===== src/rtl/mcs4.sv =====
// Shared MCS-4 bus types: nibble/byte widths, instruction-cycle phases,
// ROM I/O opcodes and the bus-master command set.
package mcs4;

  typedef logic [3:0] char_t;
  typedef logic [7:0] byte_t;

  typedef enum logic [2:0] {A1, A2, A3, M1, M2, X1, X2, X3} instr_cyc_t;

  typedef enum logic [3:0] {WRR = 4'h2, RDR = 4'hA} ioram_opa_t;

  typedef enum logic [1:0] {CMD_FETCH, CMD_SRC, CMD_WRR, CMD_RDR} bus_cmd_t;

  typedef struct packed {
    bus_cmd_t    op;
    logic [11:0] addr;
    char_t       data;
  } bus_req_t;

  // OPA nibble a master drives at M2 for a ROM I/O command.
  function automatic char_t opa_code(bus_cmd_t op);
    return (op == CMD_RDR) ? char_t'(RDR) : char_t'(WRR);
  endfunction

endpackage


===== src/rtl/mcs4_timing_gen.sv =====
// Free-running 8-phase instruction-cycle counter; sync marks X3 so that
// peripherals can realign their own phase counters.
module mcs4_timing_gen
  import mcs4::*;
(
  input  logic       clk,
  input  logic       rst_n,
  output instr_cyc_t phase,
  output logic       sync
);

  always_ff @(posedge clk or negedge rst_n) begin
    if (!rst_n) phase <= X3;
    else        phase <= instr_cyc_t'(phase + 3'd1);
  end

  assign sync = (phase == X3);

endmodule


===== src/rtl/mcs4_bus_master.sv =====
// MCS-4 bus master: turns one accepted command per instruction cycle into
// the A/M/X nibble sequence on the ROM bus and returns the sampled result.
module mcs4_bus_master
  import mcs4::*;
#(
  parameter int CL_CYCLES = 8
) (
  input  logic        clk,
  input  logic        rst_n,
  output logic        sync,
  output logic        cl_rom,
  output logic        cm_rom,
  output char_t       dbus_out,
  input  char_t       dbus_in,
  input  logic        cmd_valid,
  output logic        cmd_ready,
  input  bus_cmd_t    cmd_op,
  input  logic [11:0] cmd_addr,
  input  char_t       cmd_data,
  output logic        rsp_valid,
  output byte_t       rsp_data,
  output char_t       rsp_io
);

  localparam int CLW = (CL_CYCLES > 0) ? $clog2(CL_CYCLES + 1) : 1;

  instr_cyc_t     phase;
  logic [CLW-1:0] cl_cnt;
  logic           act;
  bus_req_t       req;
  byte_t          cap;
  logic           accept;

  mcs4_timing_gen u_timing (
    .clk   (clk),
    .rst_n (rst_n),
    .phase (phase),
    .sync  (sync)
  );

  // cl_rom is registered so it is high during reset even when CL_CYCLES = 0.
  always_ff @(posedge clk or negedge rst_n) begin
    if (!rst_n) begin
      cl_cnt <= CLW'(CL_CYCLES);
      cl_rom <= 1'b1;
    end else begin
      if (cl_cnt != '0) cl_cnt <= cl_cnt - CLW'(1);
      cl_rom <= (cl_cnt > CLW'(1));
    end
  end

  assign cmd_ready = (phase == X3) && !cl_rom;
  assign accept    = cmd_valid && cmd_ready;

  always_ff @(posedge clk or negedge rst_n) begin
    if (!rst_n) begin
      act <= 1'b0;
      req <= '0;
    end else if (phase == X3) begin
      act <= accept;
      if (accept) req <= '{op: cmd_op, addr: cmd_addr, data: cmd_data};
    end
  end

  // Fetched nibbles collect in cap so rsp_data only changes on a pulse.
  always_ff @(posedge clk or negedge rst_n) begin
    if (!rst_n) begin
      cap       <= '0;
      rsp_valid <= 1'b0;
      rsp_data  <= '0;
      rsp_io    <= '0;
    end else begin
      rsp_valid <= act && (phase == X2);
      if (act) begin
        case (phase)
          M1: cap[7:4] <= dbus_in;
          M2: cap[3:0] <= dbus_in;
          X2: begin
            rsp_data <= cap;
            rsp_io   <= (req.op == CMD_RDR) ? dbus_in : '0;
          end
          default: ;
        endcase
      end
    end
  end

  always_comb begin
    dbus_out = '0;
    cm_rom   = 1'b0;
    if (act) begin
      case (phase)
        A1: dbus_out = req.addr[3:0];
        A2: dbus_out = req.addr[7:4];
        A3: dbus_out = req.addr[11:8];
        M2: begin
          if (req.op == CMD_WRR || req.op == CMD_RDR) begin
            dbus_out = opa_code(req.op);
            cm_rom   = 1'b1;
          end
        end
        X2: begin
          case (req.op)
            CMD_SRC: begin
              dbus_out = req.data;
              cm_rom   = 1'b1;
            end
            CMD_WRR: dbus_out = req.data;
            default: ;
          endcase
        end
        default: ;
      endcase
    end
  end

endmodule


===== config.mk =====
export PLATFORM = sky130hd
export DESIGN_NAME = mcs4_bus_master
export DESIGN_NICKNAME = d
export VERILOG_FILES = /design/src/rtl/mcs4.sv /design/src/rtl/mcs4_timing_gen.sv /design/src/rtl/mcs4_bus_master.sv
export SDC_FILE = /design/constraint.sdc
export NUM_CORES = 1
export LEC_CHECK = 0
export CAP_MARGIN = 10
export CORE_UTILIZATION = 35
export DETAILED_ROUTE_END_ITERATION = 8
export PLACE_DENSITY = 0.69
export RECOVER_POWER = 25
export SYNTH_ARGS = -nofsm -noshare
export SYNTH_HDL_FRONTEND = slang
export SYNTH_SLANG_ARGS = --single-unit

===== constraint.sdc =====
create_clock -name clk -period 2 [get_ports clk]
set_clock_uncertainty 0.05 [all_clocks]
set_input_delay 0.4 -clock clk [delete_from_list [all_inputs] [get_ports clk]]
set_output_delay 0.4 -clock clk [all_outputs]
set_load 0.03 [all_outputs]

==> metrics.log <==
[metrics] violated checks: negative setup slack
[metrics] ratio of final minimum period to clock period: 1.16
[metrics] setup repair after global routing missed its margin: true
[metrics] run status: finished, violations left
[metrics] post-placement worst setup slack: -0.468 ns
[metrics] Tmin final: 2.31 ns
[metrics] maximum number of pins on one net before global-route repair: 29
[metrics] TritonCTS clock tree: built
[metrics] number of synthesized flops with an enable pin: 0
[metrics] fraction of final layout cells with drive strength greater than 1: 0.412
[metrics] pins over their slew limit: 0
[metrics] aggregate global-route resource usage: 0.140
[metrics] busiest layer in global routing: met2
[metrics] net count of the mapped netlist: 193
[metrics] sequential-to-total area share from yosys stat: 0.557
[metrics] via count of the first global-routing pass: 1424
[metrics] Routed wire per std cell: 13.8 um
[metrics] Total Nets Final: 262
[metrics] post-layout instance count excluding filler cells: 301
[metrics] count of pins on the block boundary: 46
[metrics] met2 Usage GRT: 0.213
[metrics] met3 usage: 0.0420
[metrics] netlist area before placement: 2170 sq um
[metrics] synth cell count leaders: sky130_fd_sc_hd__dfrtp_1, sky130_fd_sc_hd__mux2_2, sky130_fd_sc_hd__ha_1, sky130_fd_sc_hd__nand2_1
[metrics] largest family of logic cells by synthesized area: multiplexers
[metrics] worst reg2reg path depth: 7
[metrics] core region area: 5960 sq um
[metrics] die boundary width: 80.7 um
[metrics] warning count from the yosys run: 0
[metrics] distinct cell type count after synthesis: 33
[metrics] first drt pass iteration count: 4
[metrics] setup total negative slack: -1.29 ns
[metrics] number of levels in the clock H-tree: 2
[metrics] cell with the most instances after synthesis: sky130_fd_sc_hd__dfrtp_1
[metrics] detailed placer's ending HPWL: 2920 um
[metrics] worst reg2reg endpoint: req[2]$_DFFE_PN0P_
[metrics] number of inserted diodes: 0
[metrics] wire length reported by the detailed router: 4160 um
[metrics] CP max FO: 5
[metrics] fraction of synthesized area in multiplexers: 0.209
[metrics] antenna violations before repair: 0
[metrics] required time of the critical path: 1.55 ns
[metrics] worst flop-to-flop path startpoint: u_timing.phase[0]$_DFF_PN1_
[metrics] most frequently used flop master after synthesis: sky130_fd_sc_hd__dfrtp_1
[metrics] kind of launch point of the worst setup path: flip-flop
[metrics] number of input and output port buffers inserted: 45
[metrics] Clock Latency Late Sink: 0.30 ns
[metrics] clock-pin transition on the worst setup and hold timing paths: 0.09 ns
[metrics] leading cell types by total area after synthesis: sky130_fd_sc_hd__dfrtp_1, sky130_fd_sc_hd__mux2_2, sky130_fd_sc_hd__ha_1
[metrics] number of remaining DRC errors: 0
[metrics] count of routing violations after the opening detailed-route iteration: 39
[metrics] Detail Route Antenna Nets: 0
[metrics] met1 layer usage reported by global route: 0.185
[metrics] ratio of total power to cell area: 669 nW/um^2
[metrics] Synth Area in Simple Gates: 0.0676
[metrics] final weighted congestion of routability-driven global placement: 0.768
[metrics] worst hold path type: in -> async
[metrics] reg-to-reg slack, setup: 0.09 ns
[metrics] Worst VDD drop: 0.332 mV
[metrics] count of maximum capacitance violations: 0
[metrics] fin worst setup slack: -0.313 ns
[metrics] synthesis-to-finish area growth: 40.8%
[metrics] initial cell density of the core: 0.364
[metrics] Setup Viol. Count Final: 6
[metrics] CP Data Arrival Time: 1.86 ns
[metrics] cell chosen for the clock root: sky130_fd_sc_hd__clkbuf_8
[metrics] Syn Area/Cell: 13.9 sq um
[metrics] Leak: 0.00138 uW
[metrics] Synth Area in Adders: 0.0693
[metrics] CP Capture Type: output port
[metrics] fraction of registers with async set or reset after synthesis: 1.00
[metrics] number of buffers created by CTS: 5
[metrics] area share of the largest cell type after synthesis: 0.497
[metrics] Worst Hold Margin: 0.216 ns
[metrics] total vias in the final route: 1421
[metrics] wire length of the first global-routing pass: 6700 um
[metrics] final-report hold violation count: 0
[metrics] placed cells: 288
[metrics] standard-cell row count: 28
[metrics] post-synthesis sequential element count: 48
[metrics] vertical extent of the die: 80.7 um
[metrics] maximum operating frequency: 432 MHz
[metrics] Longest Clk Path Bufs: 2
[metrics] cell taking the most area after synthesis: sky130_fd_sc_hd__dfrtp_1
[metrics] vias per inst: 4.72
[metrics] CP Class: reg -> out
[metrics] cells after synthesis: 156
[metrics] die area: 6510 sq um
[metrics] global route overflow: 0
[metrics] parity-gate share of the synthesized area counting xor and xnor cells: 0.00404
[metrics] transition at the pin with the smallest max-transition slack: 1.08 ns
[metrics] Clock Sink Count: 48
[metrics] Setup crit start: u_timing.phase[0]$_DFF_PN1_
[metrics] share of the synthesized area in compound gates (AO/OA/AOI/OAI): 0.0630
[metrics] relative slew slack: 0.282
[metrics] number of hold buffers added after CTS: 0
[registers in the layout (all words and copies together) (netlist names)]
register / flops
rsp_data: 8
rsp_io: 4
act: 1
cap: 8
u_timing.phase: 3
cl_cnt: 4
req: 18
cl_rom: 1
rsp_valid: 1
[cell type report]
class | instances | area [sq um]
multi-input combinational | 95 | 1020
tap | 75 | 93.8
inverter | 10 | 40.0
sequential | 48 | 1210
clock buffer | 6 | 72.6
clock inverter | 2 | 16.3
fill | 521 | 2910
timing repair buffer | 65 | 603
[stage by stage]
| step | util | power [uW] | area, sq um |
|---|---|---|---|
| after floorplan | - | 1290 | 2190 |
| after global placement | 0.473 | 1480 | 2820 |
| after detailed placement | 0.473 | 1480 | 2820 |
| after CTS | 0.496 | 2060 | 2950 |
| after global routing | 0.512 | 2140 | 3050 |
| final | 0.512 | 2040 | 3050 |
[logic make-up after synthesis]
logic type               Yosys count
AO/OA/AOI/OAI                     19
XOR/XNOR                           1
adder cells (fa/ha/maj)           12
buffers and inverters             13
flip-flops                        48
multiplexers                      37
AND/OR/NAND/NOR                   26
[worst max path at each step]
| stage | depth (start not counted) | endpoint |
|---|---|---|
| floorplan | 4 | dbus_out[0] |
| global placement | 6 | dbus_out[1] |
| detailed placement | 6 | dbus_out[1] |
| CTS | 6 | dbus_out[0] |
| global route | 6 | dbus_out[0] |
| finish | 7 | dbus_out[1] |
[repair_timing]
action / CTS / global route
setup buffers: 2 / 3
resized for setup: 37 / 18
endpoints found under the setup margin: 6 / 16
pin swaps: 6 / 7
[critical path, stage by stage (launching register included)]
cell and delay [ns]:
sky130_fd_sc_hd__dfstp_2 0.56, sky130_fd_sc_hd__buf_4 0.14, sky130_fd_sc_hd__ha_4 0.16, sky130_fd_sc_hd__nor2b_4 0.18
sky130_fd_sc_hd__o31ai_4 0.09, sky130_fd_sc_hd__buf_6 0.14, sky130_fd_sc_hd__a31oi_4 0.14, sky130_fd_sc_hd__buf_6 0.15
[routing by layer]
metal  part of all wire  wire length, um  vias up
met5                  0                0        -
met4              0.014               59        0
met3              0.041              170        5
met2               0.48             1990       32
met1               0.47             1950      698
li1                   -                -      686
[power by group]
part,internal [uW],switching [uW],leakage (uW)
Combinational,201,164,0.000773
Sequential,1050,49.1,0.000571
Clock,249,325,0.0000414
Total,1500,537,0.00138
[placed cells by master, fill, tap and decap left out, types with 2 or more instances in the layout]
master	instances
sky130_fd_sc_hd__dfstp_2	5
sky130_fd_sc_hd__nand2_1	11
sky130_fd_sc_hd__a2bb2oi_1	2
sky130_fd_sc_hd__ha_4	4
sky130_fd_sc_hd__a222oi_1	3
sky130_fd_sc_hd__mux2i_1	2
sky130_fd_sc_hd__dfrtp_1	43
sky130_fd_sc_hd__o21ai_0	6
sky130_fd_sc_hd__clkbuf_8	5
sky130_fd_sc_hd__nor2b_4	2
sky130_fd_sc_hd__ha_1	7
sky130_fd_sc_hd__inv_2	2
sky130_fd_sc_hd__inv_1	7
sky130_fd_sc_hd__clkdlybuf4s50_1	36
sky130_fd_sc_hd__mux2_4	10
sky130_fd_sc_hd__nor2_1	4
sky130_fd_sc_hd__clkbuf_1	2
sky130_fd_sc_hd__buf_4	19
sky130_fd_sc_hd__buf_6	7
sky130_fd_sc_hd__mux2_2	25
Power figures use the tool's default switching activity.
